--- src/rtl/audio_pkg.sv ---
// rtl/audio_pkg.sv - shared widths and buffer state type for audio_out_buffer
package audio_pkg;

  localparam int SAMPLE_W   = 32;
  localparam int UNDERRUN_W = 16;

  typedef enum logic [1:0] {
    IDLE = 2'd0,
    FILL = 2'd1,
    RUN  = 2'd2
  } buf_state_t;

endpackage

--- src/rtl/audio_fifo_mem.sv ---
// rtl/audio_fifo_mem.sv - synchronous sample FIFO: storage, wrap pointers, level, full/empty
module audio_fifo_mem
  import audio_pkg::*;
#(
  parameter int DEPTH = 8
) (
  input  logic                   in_clk,
  input  logic                   rst_n,
  input  logic                   i_clear,
  input  logic                   i_push,
  input  logic [SAMPLE_W-1:0]    i_push_data,
  input  logic                   i_pop,
  output logic [SAMPLE_W-1:0]    o_head,
  output logic [$clog2(DEPTH):0] o_level,
  output logic                   o_full,
  output logic                   o_empty
);

  localparam int AW = $clog2(DEPTH);
  localparam logic [AW:0] PTR_ONE = (AW+1)'(1);

  logic [SAMPLE_W-1:0] r_mem [DEPTH];
  logic [AW:0]         r_wr_ptr;
  logic [AW:0]         r_rd_ptr;

  // Extra pointer bit distinguishes full from empty when the indices coincide.
  always_ff @(posedge in_clk or negedge rst_n) begin
    if (!rst_n) begin
      r_wr_ptr <= '0;
      r_rd_ptr <= '0;
    end else if (i_clear) begin
      r_wr_ptr <= '0;
      r_rd_ptr <= '0;
    end else begin
      if (i_push) r_wr_ptr <= r_wr_ptr + PTR_ONE;
      if (i_pop)  r_rd_ptr <= r_rd_ptr + PTR_ONE;
    end
  end

  always_ff @(posedge in_clk) begin
    if (i_push && !i_clear) r_mem[r_wr_ptr[AW-1:0]] <= i_push_data;
  end

  assign o_head  = r_mem[r_rd_ptr[AW-1:0]];
  assign o_level = r_wr_ptr - r_rd_ptr;
  assign o_full  = (o_level == (AW+1)'(DEPTH));
  assign o_empty = (r_wr_ptr == r_rd_ptr);

endmodule

--- src/rtl/audio_out_buffer.sv ---
// rtl/audio_out_buffer.sv - prefetching sample buffer feeding I2SSender, one pulse per request tick
// Optional AUDIO_OUT_SILENCE_EN: a miss emits a zero sample pulse instead of nothing.
module audio_out_buffer
  import audio_pkg::*;
#(
  parameter int DEPTH  = 8,
  parameter int THRESH = 4
) (
  input  logic                      in_clk,
  input  logic                      rst_n,
  input  logic                      flush,
  input  logic                      wr_valid,
  input  logic [SAMPLE_W-1:0]       wr_data,
  output logic                      wr_ready,
  output logic                      host_req,
  input  logic                      req_tick,
  input  logic                      req_mode,
  output logic                      out_valid,
  output logic [SAMPLE_W-1:0]       out_data,
  output logic [$clog2(DEPTH):0]    level,
  output logic [UNDERRUN_W-1:0]     underrun_cnt,
  output logic                      overflow
);

  localparam int LW = $clog2(DEPTH) + 1;

  buf_state_t            r_state;
  buf_state_t            w_state_nxt;
  logic                  r_outstanding;
  logic                  r_host_req;
  logic                  r_out_valid;
  logic [SAMPLE_W-1:0]   r_out_data;
  logic [UNDERRUN_W-1:0] r_underrun_cnt;
  logic                  r_overflow;

  logic [LW-1:0]         w_level;
  logic [SAMPLE_W-1:0]   w_head;
  logic                  w_full;
  logic                  w_empty;
  logic                  w_pop;
  logic                  w_miss;
  logic                  w_push;
  logic                  w_drop;
  logic                  w_req_fire;

  audio_fifo_mem #(.DEPTH(DEPTH)) u_fifo (
    .in_clk      (in_clk),
    .rst_n       (rst_n),
    .i_clear     (flush),
    .i_push      (w_push),
    .i_push_data (wr_data),
    .i_pop       (w_pop),
    .o_head      (w_head),
    .o_level     (w_level),
    .o_full      (w_full),
    .o_empty     (w_empty)
  );

  always_comb begin
    w_state_nxt = r_state;
    w_pop       = 1'b0;
    w_miss      = 1'b0;
    case (r_state)
      IDLE: begin
        if (req_tick && req_mode) w_state_nxt = FILL;
      end
      FILL: begin
        if (req_tick && !req_mode) begin
          w_state_nxt = IDLE;
        end else begin
          w_miss = req_tick;
          if (w_level >= LW'(THRESH)) w_state_nxt = RUN;
        end
      end
      RUN: begin
        if (req_tick) begin
          if (!req_mode) begin
            w_state_nxt = IDLE;
          end else if (w_empty) begin
            w_miss      = 1'b1;
            w_state_nxt = FILL;
          end else begin
            w_pop = 1'b1;
          end
        end
      end
      default: w_state_nxt = IDLE;
    endcase
    if (flush) begin
      w_state_nxt = IDLE;
      w_pop       = 1'b0;
      w_miss      = 1'b0;
    end
  end

  // A pop in the same cycle frees the slot, so a write against a full FIFO still lands.
  assign w_push     = wr_valid && (!w_full || w_pop) && !flush;
  assign w_drop     = wr_valid && w_full && !w_pop;
  assign w_req_fire = (r_state != IDLE) && !r_outstanding &&
                      (w_level < LW'(DEPTH - 1)) && !flush;

  always_ff @(posedge in_clk or negedge rst_n) begin
    if (!rst_n) begin
      r_state        <= IDLE;
      r_outstanding  <= 1'b0;
      r_host_req     <= 1'b0;
      r_out_valid    <= 1'b0;
      r_out_data     <= '0;
      r_underrun_cnt <= '0;
      r_overflow     <= 1'b0;
    end else if (flush) begin
      r_state        <= IDLE;
      r_outstanding  <= 1'b0;
      r_host_req     <= 1'b0;
      r_out_valid    <= 1'b0;
      r_underrun_cnt <= '0;
      r_overflow     <= 1'b0;
    end else begin
      r_state     <= w_state_nxt;
      r_host_req  <= w_req_fire;
      r_out_valid <= w_pop;
      if (w_req_fire)            r_outstanding <= 1'b1;
      else if (w_push || w_drop) r_outstanding <= 1'b0;
      if (w_pop) r_out_data <= w_head;
`ifdef AUDIO_OUT_SILENCE_EN
      if (w_miss) begin
        r_out_valid <= 1'b1;
        r_out_data  <= '0;
      end
`endif
      if (w_miss && (r_underrun_cnt != '1)) r_underrun_cnt <= r_underrun_cnt + 1'b1;
      if (w_drop) r_overflow <= 1'b1;
    end
  end

  assign wr_ready     = !w_full;
  assign host_req     = r_host_req;
  assign out_valid    = r_out_valid;
  assign out_data     = r_out_data;
  assign level        = w_level;
  assign underrun_cnt = r_underrun_cnt;
  assign overflow     = r_overflow;

endmodule

--- config.mk ---
export PLATFORM = sky130hd
export DESIGN_NAME = audio_out_buffer
export DESIGN_NICKNAME = d
export VERILOG_FILES = /design/src/rtl/audio_pkg.sv /design/src/rtl/audio_fifo_mem.sv /design/src/rtl/audio_out_buffer.sv
export SDC_FILE = /design/constraint.sdc
export NUM_CORES = 1
export LEC_CHECK = 0
export CAP_MARGIN = 30
export CORE_ASPECT_RATIO = 1.75
export CORE_MARGIN = 2
export CORE_UTILIZATION = 50
export DETAILED_ROUTE_END_ITERATION = 7
export GPL_TIMING_DRIVEN = 1
export PLACE_DENSITY = 0.73
export SYNTH_ARGS = -nofsm -noshare
export SYNTH_HDL_FRONTEND = slang
export SYNTH_SLANG_ARGS = --single-unit
--- constraint.sdc ---
create_clock -name in_clk -period 4.6 [get_ports in_clk]
set_input_delay 1.38 -clock in_clk [delete_from_list [all_inputs] [get_ports in_clk]]
set_output_delay 1.38 -clock in_clk [all_outputs]
set_load 0.02 [all_outputs]
==> reports/qor.txt, run 1 <==
================================================================================
Result of the run ................................................. finished, final reports clean
Asr flop ratio synth ..............................................        19.5%
Vias per Instance .................................................         5.88
Synth Area per Inst ...............................................   18.2 sq um
Total setup violations reported at the end of the flow ............            0
Die Footprint ..................................................... 0.0265 sq mm
DRC viols .........................................................            0
Top_reg_cell synth ................................................     edfxtp_1
Worst Setup Start Kind ............................................    flip-flop
Post-cts hold buffer count ........................................            0
Maximum capacitance violations ....................................            0
Worst path setup slack after routing ..............................     0.216 ns
Post-synth cell types .............................................           46
Clock transition at the registers of the reported paths ...........      0.07 ns
Maximum root-to-sink buffer count .................................            3
Worst slew margin relative to its limit ...........................        36.7%
Total clock buffers created by CTS ................................           28
DRC violation total after the first TritonRoute iteration .........          376
Final weighted congestion of routability-driven global placement ..        0.817
Count of input and output buffers .................................           93
Static power due to leakage .......................................      5.25 nW
Worst Setup Slack post-DPL ........................................     0.571 ns
Maximum VDD drop ..................................................   0.000335 V
Setup Total Neg Slack .............................................         0 ns
Die width .........................................................  124 microns
Core Region ....................................................... 0.0246 sq mm
CTS tree ..........................................................         done
Global-route total usage across every layer .......................        19.7%
Largest net degree at the start of global routing .................           68
Instance area at placement ........................................ 0.0140 sq mm
Number of synthesized flops with an enable pin ....................          256
Worst endpoint data arrival time ..................................      3.00 ns
Gr ovfl total .....................................................            0
Sink Count ........................................................          318
Number of placement rows ..........................................           76
Max H-tree Level ..................................................            1
Post-route ant nets ...............................................            0
Number of antenna violations at the first check in global routing .            0
Routed wire length ................................................      25.1 mm
Minimum period implied by the final worst setup slack .............      4.38 ns
Number of global-route vias before repair .........................         7134
# nets final ......................................................          848
First-pass iteration count of the detailed router .................            5
Register bit count reported by yosys ..............................          318
Fin area .......................................................... 0.0151 sq mm
Die span in y .....................................................  214 microns
Synthesis-to-layout area growth ...................................        19.7%
Detail Placement HPWL .............................................      15.5 mm
Share of the clock period used by the worst path ..................        95.3%
Vias after detailed routing .......................................         6664
Cell breakdown of the critical path ............................... inv_1 > ha_1 > fa_1 > xor2_2 > nand3_1 > nor3_4 > inv_1 > clkdlybuf4s50_1
Post-Synthesis Cells ..............................................          690
Root buffer selected by CTS .......................................    clkbuf_16
Crit path required time ...........................................      3.22 ns
Part of the Yosys area used for sequential elements ...............        73.5%
Syn Std Cell Area ................................................. 0.0126 sq mm
Largest incremental delay on the critical path ....................      0.55 ns
Antenna cell count ................................................            0
Syn nets ..........................................................          739
Starting Density ..................................................        51.1%
Final count of pins violating max slew ............................            0
Unrepaired setup endpoints after global routing ...................        false
Number of I/O pins ................................................           94
Kind of cell with the highest combined delay on the critical path . buffers and inverters
Setup skew after layout ...........................................    0.0108 ns
Worst path bufs/invs ..............................................            3
CP max FO .........................................................            7
Nature of the critical path endpoint .............................. primary output
Pwr/cell area .....................................................  425 mW/mm^2
Post-DR wirelength/cell ........................................... 22.2 microns
Most numerous cell on the critical path ...........................        inv_1
Crit path kind .................................................... flip-flop to primary output
First-pass GRT wire length ........................................      39.2 mm
Slew of the pin with the lowest slew margin .......................     0.950 ns
Worst min-delay path class ........................................ flip-flop to flip-flop
Number of hold violations in the final report .....................            0
Share of post-route cells with drive strength above 1 .............        18.6%
Synth Warn # ......................................................            0
Max stage delay cell, worst path .................................. clkdlybuf4s50_1
Clock latency at the later pin of the worst-skew pair .............      0.55 ns
Max Freq ..........................................................      228 MHz
================================================================================
==> cell families (layout without fill, tap and decap cells) <==
kind of cell / after synthesis / in the layout / share of synthesized area (%)
DFF: 318 / 318 / 73.5
AOI/OAI and AO/OA: 77 / 77 / 3.69
muxes: 104 / 104 / 14.7
adders and majority gates: 11 / 11 / 1.15
and+or+nand+nor: 126 / 126 / 5.03
xor gates and xnor gates: 6 / 6 / 0.418
buffers and inverters: 48 / 179 / 1.56
==> area by class of cell <==
type                    count  area [sq um]
fillers                  1740          9580
flip-flops and latches    318          9240
multi-input cells         324          3220
repair buffers            112          1080
clock buffers              35           778
well taps                 312           390
clock inverters            17           277
inverters                  15          56.3
==> worst register-to-register path: cells and delay by family, from the launching register on <==
family                     cells  cell delay [ns]
AOI/OAI and AO/OA              3             0.91
adders and majority gates      1             0.47
buffers and inverters          1             0.32
DFF                            1             0.50
and+or+nand+nor                2             0.69
==> metrics by stage <==
| step | hold slack [ns] | total power (W) | std cells | util (%) |
|---|---|---|---|---|
| final | 0.474 | 0.00640 | 1133 | 61.1 |
| after global routing | 0.506 | 0.00660 | 1133 | 61.1 |
| after CTS | 0.477 | 0.00646 | 1133 | 61.1 |
| after detailed placement | 0.453 | 0.00382 | 1081 | 56.8 |
| after global placement | 0.447 | 0.00380 | 1081 | 56.8 |
| after floorplan | 0.423 | 0.00356 | 690 | - |
==> synthesized netlist by cell type, types with 3 or more instances <==
library cell | number | area share (%)
nand2_1 | 42 | 1.3
inv_1 | 14 | 0.42
o21ai_0 | 35 | 1.4
mux2i_1 | 35 | 2.8
mux4_2 | 64 | 11
nand4_1 | 3 | 0.15
xor2_1 | 4 | 0.28
nor2_1 | 20 | 0.60
ha_1 | 10 | 0.99
a211o_1 | 4 | 0.28
nand3_1 | 10 | 0.40
or3_1 | 7 | 0.35
nand2b_1 | 6 | 0.30
o31ai_1 | 7 | 0.42
and2_1 | 4 | 0.20
dfrtp_1 | 62 | 12
mux2_2 | 5 | 0.45
edfxtp_1 | 256 | 61
nor2b_1 | 5 | 0.25
nor4_1 | 3 | 0.15
nor3_1 | 8 | 0.32
clkbuf_1 | 20 | 0.60
or4_1 | 8 | 0.48
buf_2 | 7 | 0.28
buf_1 | 5 | 0.15
and3_1 | 4 | 0.20
a21oi_1 | 18 | 0.72
==> worst paths after layout <==
check	startpoint	depth (start not counted)	end	slack, ns
worst max-delay path	u_fifo.r_wr_ptr[0]	8	wr_ready	0.22
worst min register to register	r_outstanding	1	host_req	0.47
min in group asynchronous	rst_n	1	underrun_cnt[7]	0.95
worst min-delay path	r_outstanding	1	host_req	0.47
worst max register to register	u_fifo.r_wr_ptr[2]	7	u_fifo.r_mem[6][22]	1.42
max in group asynchronous	rst_n	1	u_fifo.r_rd_ptr[0]	2.97
==> placed cells by master, fill, tap and decap left out, drive strengths merged, types with 9 or more instances in the layout <==
cell | Yosys | final
o21ai | 35 | 35
inv | 15 | 17
nor3 | 9 | 9
ha | 10 | 10
a21oi | 18 | 18
dfrtp | 62 | 62
nand3 | 10 | 10
mux4 | 64 | 64
clkdlybuf4s50 | 0 | 92
mux2i | 35 | 35
edfxtp | 256 | 256
buf | 13 | 20
nand2 | 42 | 42
clkbuf | 20 | 35
nor2 | 20 | 20
==> what timing repair did <==
item | CTS | global route
gates resized for setup | 0 | 2
setup endpoints to repair | 0 | 1
setup buffers | 0 | 0
==> sequential cells by signal, indices dropped and copies added, names as in the netlist <==
name / cells
host_req: 1
underrun_cnt: 16
out_data: 32
r_outstanding: 1
r_state: 2
u_fifo.r_rd_ptr: 4
overflow: 1
u_fifo.r_wr_ptr: 4
u_fifo.r_mem: 256
out_valid: 1
==> per-layer routing <==
metal | GRT usage, % | part of all wire, % | wire length [microns]
met1 | 23.1 | 37 | 9370
met2 | 36.8 | 56 | 14000
met3 | 2.98 | 4.7 | 1190
met4 | 6.01 | 2.1 | 516
met5 | 0 | 0 | 0
==> where the power goes <==
group	leakage (nW)	switching [W]	internal [W]
registers	3.17	0.0000471	0.00321
logic	1.58	0.000288	0.000215
clock network	0.504	0.00104	0.00160
total	5.25	0.00137	0.00503
Note: power is estimated with default switching activity, not from simulation.
==> inputs of run 2 (changes only) <==
ABC_CLOCK_PERIOD_IN_PS = 4600   (was not set)
==> results of run 2 <==
Final layout, timing and power as in run 1 (identical DEF).
==> inputs of run 3 (changes only) <==
CAP_MARGIN = 20   (was 30)
CORE_MARGIN = not set   (was 2)
==> reports/qor.txt, run 3 (synthesis results as in run 1) <==
================================================================================
Result of the run ................................................. finished, final reports clean
Global-route total usage across every layer .......................        20.6%   +0.89 points
Crit path required time ...........................................      3.22 ns   about the same
Max H-tree Level ..................................................            1   unchanged
Vias after detailed routing .......................................         6601   -0.95%
Minimum period implied by the final worst setup slack .............      4.45 ns   +0.0691 ns
DRC violation total after the first TritonRoute iteration .........          418   +11%
CP max FO .........................................................            7   unchanged
Routed wire length ................................................      25.0 mm   -0.48%
Portion of total power attributed to the clock network ............        37.8%   -3.4 points
Internal power ....................................................    0.00471 W   -6.3%
Maximum VDD drop ..................................................   0.000329 V   -1.9%
Fin area .......................................................... 0.0149 sq mm   -1.2%
Unrepaired setup endpoints after global routing ...................        false
Number of I/O pins ................................................           94   unchanged
Gr ovfl total .....................................................            0   unchanged
Post-route ant nets ...............................................            0   unchanged
Starting Density ..................................................        51.1%   unchanged
Hold path startpoint .............................................. r_outstanding
Crit path kind .................................................... flip-flop to primary output
Root buffer selected by CTS .......................................    clkbuf_16
Number of global-route vias before repair .........................         7104   -0.42%
Maximum root-to-sink buffer count .................................            3   unchanged
Pwr/cell area .....................................................  407 mW/mm^2   -4.4%
Number of placement rows ..........................................           76   unchanged
Worst slew margin relative to its limit ...........................        40.9%   +4.2 points
Share of the clock period used by the worst path ..................        96.8%   +1.5 points
Min Hold Slack ....................................................     0.460 ns   -0.0136 ns
Worst R2R Setup Slack .............................................      1.55 ns   +0.13 ns
Final weighted congestion of routability-driven global placement ..        0.830   +1.6%
Die width .........................................................  122 microns   -1.6%
Critical register-to-register path endpoint ....................... u_fifo.r_mem[3][18]
Most frequent cells in the layout ................................. edfxtp_1, clkdlybuf4s50_1, mux4_2
Detail Placement HPWL .............................................      15.4 mm   -0.27%
First-pass GRT wire length ........................................      39.6 mm   +0.95%
RR Startpoint ..................................................... u_fifo.r_wr_ptr[0]
Post-cts hold buffer count ........................................            0   unchanged
Count of input and output buffers .................................           93   unchanged
Instance area at placement ........................................ 0.0140 sq mm   unchanged
Maximum capacitance violations ....................................            0   unchanged
Post-route total power ............................................    0.00605 W   -5.5%
Most common cell after layout, fill and taps aside ................     edfxtp_1
Sw Ratio ..........................................................        22.1%   +0.68 points
DRC viols .........................................................            0   unchanged
Max Freq ..........................................................      225 MHz   -1.6%
Switching Power ...................................................    0.00134 W   -2.5%
Vias per Instance .................................................         5.84   -0.77%
Most numerous cell on the critical path ...........................        inv_1
Antenna cell count ................................................            0   unchanged
Worst-case hold path end point ....................................     host_req
Sink Count ........................................................          318   unchanged
CTS tree ..........................................................         done
Sequential share of power .........................................        53.9%   +3.0 points
Clock transition at the registers of the reported paths ...........      0.07 ns   about the same
Max stage delay cell, worst path .................................. clkdlybuf4s50_1
Setup Total Neg Slack .............................................         0 ns   unchanged
Die span in y .....................................................  212 microns   -0.94%
Worst path bufs/invs ..............................................            3   unchanged
Largest incremental delay on the critical path ....................      0.55 ns   about the same
Fraction of power consumed by combinational cells .................         8.3%   +0.4 points
Static power due to leakage .......................................      5.18 nW   -1.4%
Share of post-route cells with drive strength above 1 .............        17.7%   -0.93 points
Number of antenna violations at the first check in global routing .            0   unchanged
Cell count of the worst hold path .................................            1   unchanged
Die Footprint ..................................................... 0.0258 sq mm   -2.5%
Worst endpoint data arrival time ..................................      3.07 ns   +0.07 ns
Worst-case reg-to-reg path depth ..................................            9   +2
Max FFs per register ..............................................          256   unchanged
Nature of the critical path endpoint .............................. primary output
Worst min-delay path class ........................................ flip-flop to flip-flop
Post-DR wirelength/cell ........................................... 22.1 microns   -0.30%
Core Region ....................................................... 0.0246 sq mm   unchanged
Clock latency at the later pin of the worst-skew pair .............      0.56 ns   about the same
Slew of the pin with the lowest slew margin .......................     0.887 ns   -0.0632 ns
Kind of cell with the highest combined delay on the critical path . buffers and inverters
Total clock buffers created by CTS ................................           27   -3.6%
Worst Setup Start Kind ............................................    flip-flop
Cell breakdown of the critical path ............................... inv_1 > ha_1 > fa_1 > xor2_1 > nand3_1 > nor3_4 > inv_1 > clkdlybuf4s50_1
Final count of pins violating max slew ............................            0   unchanged
Total setup violations reported at the end of the flow ............            0   unchanged
Synthesis-to-layout area growth ...................................        18.3%
First-pass iteration count of the detailed router .................            4   -1
Setup skew after layout ...........................................    0.0239 ns   +0.0131 ns
Number of hold violations in the final report .....................            0   unchanged
Largest net degree at the start of global routing .................           63   -7.4%
Util after Layout .................................................        60.4%   -0.71 points
# nets final ......................................................          847   -0.12%
================================================================================
run 3: changes by cell type in the layout (fill, tap and decap cells not counted), sizes merged:
cell,before,now
clkbuf,35,32
bufinv,7,3
clkinvlp,4,2
clkinv,4,11
run 3: repair_timing:
action | in CTS | in global routing
gates resized for setup | 0 | 1
setup endpoints to repair | 0 | 1
buffers inserted | 0 | 0
run 3: stage by stage:
| stage | instances | setup slack (ns) |
|---|---|---|
| final | 1131 | 0.147 |
| after global routing | 1131 | 0.0149 |
| after CTS | 1131 | 0.0961 |
| after detailed placement | 1081 | 0.656 |
| after global placement | 1081 | 0.715 |
| after floorplan | 690 | 0.596 |
run 3: worst reg2reg max path, stage by stage (launching register included):
cell and delay, ns:
dfrtp_1 0.43, inv_1 0.11, ha_1 0.22, fa_1 0.39
xor2_1 0.19, nand3_1 0.15, nor3_4 0.08, a211o_1 0.42
nor2_4 0.45, buf_4 0.31
run 3: how the worst max path moves through the flow:
stage                        from                  end  cells after the start
2_1_floorplan  u_fifo.r_rd_ptr[1]   u_fifo.r_mem[7][0]                      9
3_3_place_gp             req_mode  u_fifo.r_mem[3][23]                      6
3_5_place_dp             req_mode  u_fifo.r_mem[3][21]                      6
4_1_cts        u_fifo.r_wr_ptr[0]             wr_ready                      8
5_1_grt        u_fifo.r_wr_ptr[0]             wr_ready                      8
6_report       u_fifo.r_wr_ptr[0]             wr_ready                      8
run 3: power groups by stage:
stage | logic (W) | registers (W) | clock network (W)
2_1_floorplan | 0.000199 | 0.00337 | 0
3_3_place_gp | 0.000489 | 0.00331 | 0
3_5_place_dp | 0.000505 | 0.00332 | 0
4_1_cts | 0.000509 | 0.00326 | 0.00235
5_1_grt | 0.000548 | 0.00326 | 0.00244
6_report | 0.000504 | 0.00326 | 0.00229
run 3: routing by layer:
| layer | global-route usage, % | up-vias | part of all wire, % |
|---|---|---|---|
| li1 | - | 2945 | - |
| met1 | 24.3 | 3417 | 38 |
| met2 | 37.4 | 194 | 55 |
| met3 | 2.72 | 45 | 4.2 |
| met4 | 8.22 | 0 | 2.8 |
| met5 | 0 | - | 0 |
run 3: area by class of cell:
| type | count | area (sq um) |
|---|---|---|
| clock buffers | 32 | 714 |
| clock inverters | 18 | 174 |
| fillers | 1762 | 9750 |
| inverters | 15 | 56.3 |
| multi-input cells | 324 | 3220 |
| flip-flops and latches | 318 | 9240 |
| well taps | 312 | 390 |
| repair buffers | 112 | 1080 |
